$ cat src/rtl/hvac_actuator_driver_if.sv
// Request/actuator bundle between the HVAC controller and the actuator driver.
// The controller drives the request; the driver drives enables and status.
interface hvac_actuator_driver_if;
  logic [1:0] request;
  logic       heater_en;
  logic       cooler_en;
  logic       fan_en;
  logic       busy;
  logic       fault;

  modport master (
    output request,
    input  heater_en, cooler_en, fan_en, busy, fault
  );

  modport slave (
    input  request,
    output heater_en, cooler_en, fan_en, busy, fault
  );
endinterface

$ cat src/rtl/hvac_actuator_driver.sv
// Heater/cooler/fan driver with minimum on-time, post-run lockout and fan post-run.
// Heater and cooler are mutually exclusive by construction: a run always passes through LOCKOUT and IDLE.
module hvac_actuator_driver #(
  parameter int unsigned MIN_ON   = 8,
  parameter int unsigned MIN_OFF  = 8,
  parameter int unsigned FAN_POST = 4,
  parameter int unsigned CNT_W    = 8
) (
  input  logic                  clk,
  input  logic                  rst_n,
  hvac_actuator_driver_if.slave act_if
);

  localparam logic [1:0]        REQ_HEAT = 2'b10;
  localparam logic [1:0]        REQ_COOL = 2'b01;
  localparam logic [1:0]        REQ_ILL  = 2'b11;
  localparam logic [CNT_W-1:0]  ON_LOAD  = CNT_W'(MIN_ON - 1);
  localparam logic [CNT_W-1:0]  OFF_LOAD = CNT_W'(MIN_OFF - 1);
  localparam int unsigned       FAN_TH   = MIN_OFF - FAN_POST;

  typedef enum logic [1:0] {
    ST_IDLE,
    ST_HEAT_ON,
    ST_COOL_ON,
    ST_LOCKOUT
  } state_e;

  state_e            state_q, state_d;
  logic [CNT_W-1:0]  timer_q, timer_d;
  logic              heater_q, heater_d;
  logic              cooler_q, cooler_d;
  logic              fan_q, fan_d;
  logic              busy_q, busy_d;
  logic              fault_q, fault_d;
  logic              running_d;

  // Next state/timer, plus Moore outputs decoded from the next state so they land in flops.
  always_comb begin
    state_d   = state_q;
    timer_d   = timer_q;
    fault_d   = fault_q | (act_if.request == REQ_ILL);

    case (state_q)
      ST_IDLE: begin
        if (act_if.request == REQ_HEAT) begin
          state_d = ST_HEAT_ON;
          timer_d = ON_LOAD;
        end else if (act_if.request == REQ_COOL) begin
          state_d = ST_COOL_ON;
          timer_d = ON_LOAD;
        end
      end
      ST_HEAT_ON: begin
        if (timer_q != '0) begin
          timer_d = timer_q - CNT_W'(1);
        end else if (act_if.request != REQ_HEAT) begin
          state_d = ST_LOCKOUT;
          timer_d = OFF_LOAD;
        end
      end
      ST_COOL_ON: begin
        if (timer_q != '0) begin
          timer_d = timer_q - CNT_W'(1);
        end else if (act_if.request != REQ_COOL) begin
          state_d = ST_LOCKOUT;
          timer_d = OFF_LOAD;
        end
      end
      ST_LOCKOUT: begin
        if (timer_q != '0) begin
          timer_d = timer_q - CNT_W'(1);
        end else begin
          state_d = ST_IDLE;
        end
      end
      default: begin
        state_d = ST_IDLE;
        timer_d = '0;
      end
    endcase

    heater_d  = (state_d == ST_HEAT_ON);
    cooler_d  = (state_d == ST_COOL_ON);
    running_d = heater_d | cooler_d;
    // Post-run fan covers the first FAN_POST lockout cycles (timer counts down from MIN_OFF-1).
    fan_d     = running_d | ((state_d == ST_LOCKOUT) && (32'(timer_d) >= FAN_TH));
    busy_d    = (state_d == ST_LOCKOUT) | (running_d && (timer_d != '0));
  end

  always_ff @(posedge clk or negedge rst_n) begin
    if (!rst_n) begin
      state_q  <= ST_IDLE;
      timer_q  <= '0;
      heater_q <= 1'b0;
      cooler_q <= 1'b0;
      fan_q    <= 1'b0;
      busy_q   <= 1'b0;
      fault_q  <= 1'b0;
    end else begin
      state_q  <= state_d;
      timer_q  <= timer_d;
      heater_q <= heater_d;
      cooler_q <= cooler_d;
      fan_q    <= fan_d;
      busy_q   <= busy_d;
      fault_q  <= fault_d;
    end
  end

  assign act_if.heater_en = heater_q;
  assign act_if.cooler_en = cooler_q;
  assign act_if.fan_en    = fan_q;
  assign act_if.busy      = busy_q;
  assign act_if.fault     = fault_q;

endmodule

$ cat src/flat_wrapper.sv
// flat-port wrapper written by rule: the top's interface ports become plain ports
module hvac_actuator_driver_flat 
#(
  parameter int unsigned MIN_ON   = 8,
  parameter int unsigned MIN_OFF  = 8,
  parameter int unsigned FAN_POST = 4,
  parameter int unsigned CNT_W    = 8
)
  (clk, rst_n, act_if_request, act_if_heater_en, act_if_cooler_en, act_if_fan_en, act_if_busy, act_if_fault);
  hvac_actuator_driver_if act_if_i ();
  input  logic clk;
  input  logic rst_n;
  input wire logic [$bits(act_if_i.request)-1:0] act_if_request;
  output wire logic [$bits(act_if_i.heater_en)-1:0] act_if_heater_en;
  output wire logic [$bits(act_if_i.cooler_en)-1:0] act_if_cooler_en;
  output wire logic [$bits(act_if_i.fan_en)-1:0] act_if_fan_en;
  output wire logic [$bits(act_if_i.busy)-1:0] act_if_busy;
  output wire logic [$bits(act_if_i.fault)-1:0] act_if_fault;
  assign act_if_i.request = act_if_request;
  assign act_if_heater_en = act_if_i.heater_en;
  assign act_if_cooler_en = act_if_i.cooler_en;
  assign act_if_fan_en = act_if_i.fan_en;
  assign act_if_busy = act_if_i.busy;
  assign act_if_fault = act_if_i.fault;
  hvac_actuator_driver #(.MIN_ON(MIN_ON), .MIN_OFF(MIN_OFF), .FAN_POST(FAN_POST), .CNT_W(CNT_W)) u_core (.clk(clk), .rst_n(rst_n), .act_if(act_if_i));
endmodule
$ cat config.mk
export PLATFORM = sky130hd
export DESIGN_NAME = hvac_actuator_driver_flat
export DESIGN_NICKNAME = d
export VERILOG_FILES = /design/src/rtl/hvac_actuator_driver_if.sv /design/src/rtl/hvac_actuator_driver.sv /design/src/flat_wrapper.sv
export SDC_FILE = /design/constraint.sdc
export NUM_CORES = 1
export LEC_CHECK = 0
export BUFFER_PORTS_ARGS = -buffer_cell sky130_fd_sc_hd__buf_2
export CORE_UTILIZATION = 63
export CTS_BUF_LIST = sky130_fd_sc_hd__clkbuf_4
export DETAILED_ROUTE_END_ITERATION = 10
export GPL_TIMING_DRIVEN = 0
export HOLD_SLACK_MARGIN = 0.05
export PLACE_DENSITY = 0.84
export SYNTH_ARGS = -nofsm -noshare
export SYNTH_HDL_FRONTEND = slang
export SYNTH_SLANG_ARGS = --single-unit
$ cat constraint.sdc
create_clock -name clk -period 5 [get_ports clk]
set_input_delay 0.5 -clock clk [delete_from_list [all_inputs] [get_ports clk]]
set_output_delay 0.5 -clock clk [all_outputs]
set_load 0.02 [all_outputs]
Word level (Yosys, flattened, before mapping)
Cells that the tools add are included.
{"block": "classes", "addsub": 1, "magnitude_cmp": 1, "eq_ne": 11, "n_mux": 16, "bitwise_logic": 4, "reduce_logical": 5}
{"cell": "8-bit two-way mux", "count": 7}
{"cell": "8-bit case mux with 4 select lines", "count": 1}
{"cell": "8-bit nonzero test", "count": 2}
{"cell": "2-bit two-way mux", "count": 7}
{"cell": "2-bit == test, second input constant", "count": 6}
{"cell": "8-bit by 3-bit >= comparator with 1-bit output, second input constant", "count": 1}
{"cell": "2-bit case mux with 4 select lines", "count": 1}
{"cell": "8-bit by 1-bit subtractor with 8-bit output, second input constant", "count": 1}
{"cell": "2-bit by 1-bit == test with 1-bit output, second input constant", "count": 3}
{"cell": "1-bit bitwise OR", "count": 4}
{"cell": "1-bit logical AND", "count": 2}
{"cell": "2-bit zero test", "count": 1}
{"cell": "2-bit by 1-bit != test with 1-bit output, second input constant", "count": 1}
{"cell": "2-bit != test, second input constant", "count": 1}
{"block": "word_totals", "register_bits": 15, "in_bits": 4, "out_inout_bits": 5, "wordCells": 45}

Logic depth before layout (Yosys ltp)
Gate-level depths: netlist of the first run.
{"block": "logic_depth", "ltp_word": 8, "depth_mapped": 12, "ltp_nobuf": 12}

Worst setup path before layout of the first run
No wires, ideal clock.
{"block": "synth_path", "path_kind": "register to register", "start": "reg u_core.timer_q[1]", "end": "reg u_core.busy_q (netlist: u_core.act_if.busy)", "setup_ns": 0.140, "arrival_time_ns": 2.220, "required_ns": 4.860, "setup_slack_ns": 2.640, "stages_incl_launch_ff": 12, "n_path_buf": 0, "synth_period_minus_slack_ns": 2.360, "cell_sequence": "dfrtp_1 -> inv_1 -> ha_1 -> or3b_2 -> nor2_8 -> nand2_1 -> a21oi_1 -> o21a_1 -> inv_1 -> ha_1 -> nor3_1 -> a22oi_1"}
{"block": "synth_via", "elab_chain_cells": 7, "word_cells_on_any_way": 21, "classes_between": "add/sub (1); eq/ne (3); mux (12); bitwise (2); reduce/logical (3)"}
{"element": "start: declaration", "line": "hvac_actuator_driver.sv:29", "source": "logic [CNT_W-1:0] timer_q, timer_d;"}
{"element": "start signal: assignment", "line": "hvac_actuator_driver.sv:101", "source": "timer_q <= timer_d;"}
{"element": "8-bit nonzero test *", "line": "hvac_actuator_driver.sv:54, hvac_actuator_driver.sv:62, hvac_actuator_driver.sv:70"}
{"element": "2-bit two-way mux, on equally long branches", "line": "hvac_actuator_driver.sv:70, hvac_actuator_driver.sv:54, hvac_actuator_driver.sv:62"}
{"element": "2-bit case mux with 4 select lines *", "line": "hvac_actuator_driver.sv:43", "source": "case (state_q)"}
{"element": "net u_core.state_d[1]", "line": "hvac_actuator_driver.sv:28", "source": "state_e state_q, state_d;"}
{"element": "2-bit by 1-bit == test with 1-bit output or 2-bit == test (tied branches)", "line": "hvac_actuator_driver.sv:82, hvac_actuator_driver.sv:83"}
{"element": "1-bit bitwise OR", "line": "hvac_actuator_driver.sv:84", "source": "running_d = heater_d | cooler_d;"}
{"element": "1-bit logical AND", "line": "hvac_actuator_driver.sv:87", "source": "busy_d = (state_d == ST_LOCKOUT) | (running_d && (timer_d != '0));"}
{"element": "1-bit bitwise OR *", "line": "hvac_actuator_driver.sv:87"}
{"element": "net u_core.busy_d", "line": "hvac_actuator_driver.sv:33", "source": "logic busy_q, busy_d;"}
{"element": "end signal: assignment", "line": "hvac_actuator_driver.sv:105", "source": "busy_q <= busy_d;"}
{"element": "end: declaration", "line": "hvac_actuator_driver.sv:33"}
Mark *: on every way through the listed nets, which the timed path passes. The rest lies on a longest branch.

Worst setup path after layout of the first run
Same ends and word-level chain as after synthesis.

==> results of run 1 <==
[layer usage]
| metal | share of wire (%) | GRT usage [%] |
|---|---|---|
| met1 | 45 | 37.5 |
| met2 | 44 | 36.9 |
| met3 | 7.8 | 7.07 |
| met4 | 2.5 | 17.5 |
| met5 | 0 | 0 |
[cell usage after synthesis (all sizes together), types with 3 or more instances]
cell type and instances:
nor2 8, nor4 3, o21ai 10, dfrtp 15, inv 5, nor3 5, nor2b 5, a21oi 6
nand3 3, clkbuf 3, ha 5, nand2 5
[worst min-delay path by stage]
stage	start	to	slack [ps]	cells after the start
CTS	rst_n	u_core.act_if.cooler_en	90	1
global placement	rst_n	u_core.act_if.heater_en	410	1
floorplan	rst_n	u_core.act_if.busy	200	0
global route	rst_n	u_core.act_if.fan_en	100	1
finish	rst_n	u_core.timer_q[3]	80	1
detailed placement	rst_n	u_core.act_if.fan_en	410	1
[layout make-up]
cell class,count,area [um^2]
multi-input cells,75,524
flip-flops and latches,15,375
fillers,92,320
repair buffers,8,40.0
clock buffers,3,22.5
plain buffers,4,22.5
inverters,5,18.8
well taps,15,18.8
clock inverters,1,7.51
[per-stage QoR]
stage	std cells	util (%)	instance area (um^2)	setup slack, ps	total power, W
2_1_floorplan	99	-	941	2640	0.000459
3_3_place_gp	122	74.1	1000	2470	0.000522
3_5_place_dp	122	74.1	1000	2430	0.000536
4_1_cts	126	76.3	1030	2380	0.000612
5_1_grt	126	76.3	1030	2190	0.000661
6_report	126	76.3	1030	2350	0.000617
[report_power, final]
part | switching, W | internal, W
combinational | 0.000191 | 0.000134
sequential | 0.0000442 | 0.000174
clock | 0.0000434 | 0.0000305
[flip-flops by register name, summed over array words and instances (netlist names)]
signal,count
u_core.act_if.fault,1
u_core.act_if.heater_en,1
u_core.act_if.cooler_en,1
u_core.act_if.busy,1
u_core.timer_q,8
u_core.state_q,2
u_core.act_if.fan_en,1
[logic make-up after synthesis]
| group | count (synthesis) |
|---|---|
| AO/OA/AOI/OAI | 29 |
| AND/OR/NAND/NOR | 39 |
| multiplexers | 1 |
| buffers and inverters | 9 |
| XOR/XNOR | 1 |
| flip-flops | 15 |
| adder cells (fa/ha/maj) | 5 |
[cells in the final DEF, fill, tap and decap left out, drive strengths merged, types with 2 or more instances in the layout]
master / n
dfrtp: 15
o21ai: 10
buf: 9
nor2: 8
a21oi: 6
clkbuf: 6
inv: 5
nor2b: 5
nand2: 5
nor3: 5
ha: 5
nand3: 3
nor4: 3
nand3b: 2
a21boi: 2
or2: 2
==> impl_metrics.csv, run 1 <==
group,metric,value,unit
status,status,"completed",
critical_path,r2r_slack,2350,ps
routing,drtIter0Drc,21,
pwr,p_leak,0.440,nW
sta,slew_viol_final,0,
cts,clkSinkCount,15,
floorplanning,die_h,40.6,um
synth,syn_avg_cell_area,9.50,um^2
floorplanning,start_util,69.7,%
floorplanning,die_area,0.00165,mm^2
routing,drt_wl_total,1920,um
synth,yosysUniqueCellTypes,40,
routing,firstDrtPassIters,5,
synth,synth_adder_area_share,6.65,%
routing,drt.antenna.violating_nets,0,
sta,relSlewSlack,69.2,%
critical_path,worstReg2RegStart,"u_core.timer_q[1]",
sta,holdWs,79.4,ps
critical_path,worstRegToRegCells,11,
synth,ys_seq_elements,15,
layout,drive_above_1_share,19.8,%
cts,post_cts_buffers,0,
placement,gp_congestion,0.873,
critical_path,crit_path_max_fanout,9,
critical_path,worstSetupPathType,"reg -> reg",
floorplanning,core,0.00135,mm^2
synth,synth-simple-area-share,25.9,%
sta,min_period,2650,ps
routing,wl_per_cell,15.3,um
cts,postCtsHoldBufs,0,
critical_path,startpoint,"u_core.timer_q[1]",
layout,finalNetCount,121,
floorplanning,die_w,40.6,um
layout,syn_to_final_growth,9.44,%
synth,yosys_warnings,0,
cts,htreeDepth,1,
global_routing,grt_max_degree,16,
synth,ys.flop_type,"dfrtp_1",
cts,cts_resized,0,
layout,antennaDiodeCount,0,
synth,synth_edf_count,0,
global_routing,grt_use_total,27.2,%
critical_path,cp-end-kind,"flip-flop",
pwr,p_per_area,599,mW/mm^2
synth,synth_xor_area_share,0.931,%
pwr,vdd_drop_max,0.291,mV
critical_path,slowest_stage,"or3b_2",
cts,clkTransAtPathRegs,100,ps
critical_path,path_cells,"inv_1 > ha_1 > or3b_2 > nor2_8 > nand2_1 > a21oi_1 > o21a_1 > inv_1 > ha_1 > nor3_1 > a22oi_1",
sta,finClkSkew,6.57,ps
synth,yosys.area.top_type_share,39.9,%
synth,synth.cell_area,941,um^2
sta,hold_viol,0,
sta,fmax,377,MHz
critical_path,worstPathRequired,5160,ps
job,drv_cap,0,
critical_path,crit_path_end,"u_core.act_if.busy",
synth,synth_area_leaders,"dfrtp_1, ha_1, o21ai_0, nor2b_1, a21oi_1",
cts,cts_buffers,3,
synth,async_reset_ff_share,100,%
placement,dpl.hpwl,1380,um
global_routing,grt_overflow,0,
critical_path,cpPeakStageDelay,550,ps
synth,syn_nets,108,
sta,worstMarginPinSlew,458,ps
critical_path,worst_setup_path_start_kind,"flip-flop",
cts,clock_latency,300,ps
critical_path,crit_cells,11,
sta,setup_violations,0,
global_routing,antenna_found_initial,0,
placement,numPortBuffers,8,
synth,synth_top_cell_by_area,"dfrtp_1",
sta,period_share,53.0,%
sta,rsz0062_at_grt,"no",
synth,synth_compound_area_share,21.1,%
routing,viasPerCell,6.48,
cts,ctsLongestPathBuffers,2,
global_routing,grt_pass1_vias,657,
sta,tns,0,ps
critical_path,worstReg2RegEnd,"u_core.act_if.busy",
critical_path,critPathTopFamily,"simple AND/OR/NAND/NOR gates",
synth,synth_mux_area_share,1.06,%
floorplanning,rows,13,
synth,ys_seq_area_share,39.9,%
min_path,hold_class,"in -> async",
floorplanning,boundaryPins,9,
critical_path,path_buf_inv,2,
cts,root_buffer,"clkbuf_4",
synth,synth_top_family_by_area,"simple AND/OR/NAND/NOR gates",
cts,cts_tree,"built",
routing,drc,0,
global_routing,grt_pass1_wl,2860,um
critical_path,arrival,2810,ps
routing,vias,817,
synth,netlist_instances,99,
Power figures use the tool's default switching activity.
==> inputs of run 2 (changes only) <==
ABC_AREA = 1   (was default)
CORE_UTILIZATION = 55   (was 63)
PLACE_DENSITY = 0.77   (was 0.84)
clock period = 2.3 ns   (was 5 ns; I/O delays follow)
==> run 2 against run 1 <==
Via count increased by 17%. Register-to-register slack lost 2100 ps. Total power rose to 2.8 times the previous value. Critical path type unchanged. Critical endpoint is now u_core.act_if.fan_en.
==> impl_metrics.csv, run 2 <==
group,metric,value,unit
placement,gp_congestion,0.871,
sta,min_period,2070,ps
critical_path,worstPathRequired,2470,ps
synth,yosys_warnings,0,
cts,post_cts_buffers,0,
synth,synth_adder_area_share,5.76,%
cts,cts_buffers,3,
synth,ys_seq_area_share,34.6,%
cts,root_buffer,"clkbuf_4",
layout,reg_top3,"u_core.timer_q: 8 flops, u_core.state_q: 2 flops",
placement,numPortBuffers,8,
layout,drive_above_1_share,18.8,%
layout,layout_common_cells,"nand2_1, inv_1, nor2_1, dfrtp_1, nand3_1",
layout,finalNetCount,180,
placement,dp.cells,190,
layout,nFillCells,157,
cts,cts_tree,"built",
synth,synth.cell_area,0.00109,mm^2
layout,top_register,"u_core.timer_q",
sta,fmax,483,MHz
synth,synth_xor_area_share,0,%
sta,relSlewSlack,66.0,%
floorplanning,die_h,46.4,um
sta,hold_viol,0,
routing,firstDrtPassIters,4,
synth,ys_seq_elements,15,
floorplanning,start_util,60.9,%
cts,postCtsHoldBufs,1,
critical_path,critPathTopFamily,"simple AND/OR/NAND/NOR gates",
sta,rsz0062_at_grt,"no",
synth,yosys.area.top_type_share,34.6,%
floorplanning,core,0.00178,mm^2
layout,final_common_cell,"nand2_1",
sta,tns,0,ps
synth,synth_mux_area_share,0,%
placement,dpl.hpwl,1630,um
cts,clkSinkCount,15,
synth,synth_edf_count,0,
global_routing,grt_max_degree,16,
floorplanning,die_w,46.4,um
pwr,p_per_area,1420,mW/mm^2
global_routing,antenna_found_initial,0,
global_routing,grt_use_total,23.5,%
floorplanning,boundaryPins,9,
job,drv_cap,0,
critical_path,path_buf_inv,2,
routing,drt.antenna.violating_nets,0,
layout,antennaDiodeCount,0,
cts,clkTransAtPathRegs,80,ps
sta,finClkSkew,0.486,ps
synth,synth-simple-area-share,44.1,%
status,status,"completed",
critical_path,slowest_stage,"dfrtp_1",
sta,period_share,90.1,%
routing,drt_wl_total,2060,um
floorplanning,die_area,0.00216,mm^2
global_routing,grt_pass1_vias,859,
placement,dpl_cell_area,0.00116,mm^2
synth,syn_avg_cell_area,6.92,um^2
critical_path,cp-end-kind,"flip-flop",
sta,setup_violations,0,
placement,pre_cts_ws,236,ps
critical_path,worst_setup_path_start_kind,"flip-flop",
synth,yosysUniqueCellTypes,25,
synth,netlist_instances,157,
synth,synth_top_cell_by_area,"dfrtp_1",
synth,synth_most_common_cell,"nand2_1",
synth,synth_top_family_by_area,"simple AND/OR/NAND/NOR gates",
synth,synth_area_leaders,"dfrtp_1, nand2_1, inv_1, nor2_1, nand3_1",
synth,ys.flop_type,"dfrtp_1",
layout,largest_register_ffs,8,
sta,slew_viol_final,0,
layout,final_area,0.00120,mm^2
critical_path,path_cells,"inv_1 > ha_1 > nand3_4 > nor2_8 > a21oi_1 > nor3_1 > inv_1 > ha_1 > o21ai_1 > nand2_1",
cts,clock_latency,270,ps
pwr,vdd_drop_max,0.933,mV
min_path,hold_class,"in -> reg",
critical_path,crit_path_max_fanout,7,
routing,drc,0,
pwr,p_leak,0.721,nW
sta,worst_slack,228,ps
synth,async_reset_ff_share,100,%
pwr,p_total,0.00170,W
global_routing,grt_pass1_wl,3570,um
routing,viasPerCell,4.90,
floorplanning,rows,15,
cts,htreeDepth,1,
synth,syn_nets,166,
cts,ctsLongestPathBuffers,2,
sta,worstMarginPinSlew,505,ps
critical_path,cpPeakStageDelay,380,ps
routing,drtIter0Drc,25,
layout,fin_cells,195,
synth,synth_compound_area_share,4.38,%
critical_path,worstSetupPathType,"reg -> reg",
synth,ys_top_cells_by_count,"nand2_1, inv_1, nor2_1",
global_routing,grt_overflow,0,
routing,vias,956,
cts,cts_resized,0,
layout,syn_to_final_growth,10.3,%
routing,wl_per_cell,10.6,um
critical_path,arrival,2240,ps
run 2: final cells by class:
class	count	area, um^2	area share, %
clock buffers	4	30.0	2.51
inverters	31	121	10.1
multi-input cells	111	589	49.2
flip-flops and latches	15	375	31.3
well taps	25	31.3	2.61
repair buffers	9	50.0	4.18
run 2: path summary, 6_finish.rpt:
path,slack (ps),end,start,cells after the start
max,230,u_core.act_if.fan_en,u_core.timer_q[0],10
min,220,u_core.act_if.fault,act_if_request[0],3
max in group asynchronous,1680,u_core.timer_q[7],rst_n,2
min reg2reg,470,u_core.act_if.fault,u_core.act_if.fault,1
min in group asynchronous,380,u_core.act_if.heater_en,rst_n,2
max reg2reg,230,u_core.act_if.fan_en,u_core.timer_q[0],10
run 2: metal layers:
| layer | track usage, % | part of all wire [%] |
|---|---|---|
| met5 | 0 | 0 |
| met4 | 8.82 | 0.97 |
| met3 | 1.57 | 5.0 |
| met2 | 37.8 | 47 |
| met1 | 33.0 | 47 |
run 2: worst register-to-register path, cell delays in order, from the launching register on:
cell and delay, ps:
dfrtp_1 380, inv_1 140, ha_1 230, nand3_4 110, nor2_8 170, a21oi_1 80
nor3_1 330, inv_1 150, ha_1 250, o21ai_1 80, nand2_1 60
run 2: cell families after synthesis:
kind of cell / after synthesis
flip-flops: 15
buffers and inverters: 31
AND/OR/NAND/NOR: 98
AO/OA/AOI/OAI: 8
adder cells (fa/ha/maj): 5
run 2: where the power goes:
part	internal [W]	switching, W	total [W]
clock	0.0000790	0.0000752	0.000154
sequential	0.000386	0.0000998	0.000485
combinational	0.000357	0.000706	0.00106
run 2: per-stage QoR:
step	utilization, %	hold WS (ps)
after floorplan	-	-65.6
after detailed placement	64.9	143
final	67.2	224
after CTS	67.2	219
after global placement	64.9	137
after global routing	67.2	254
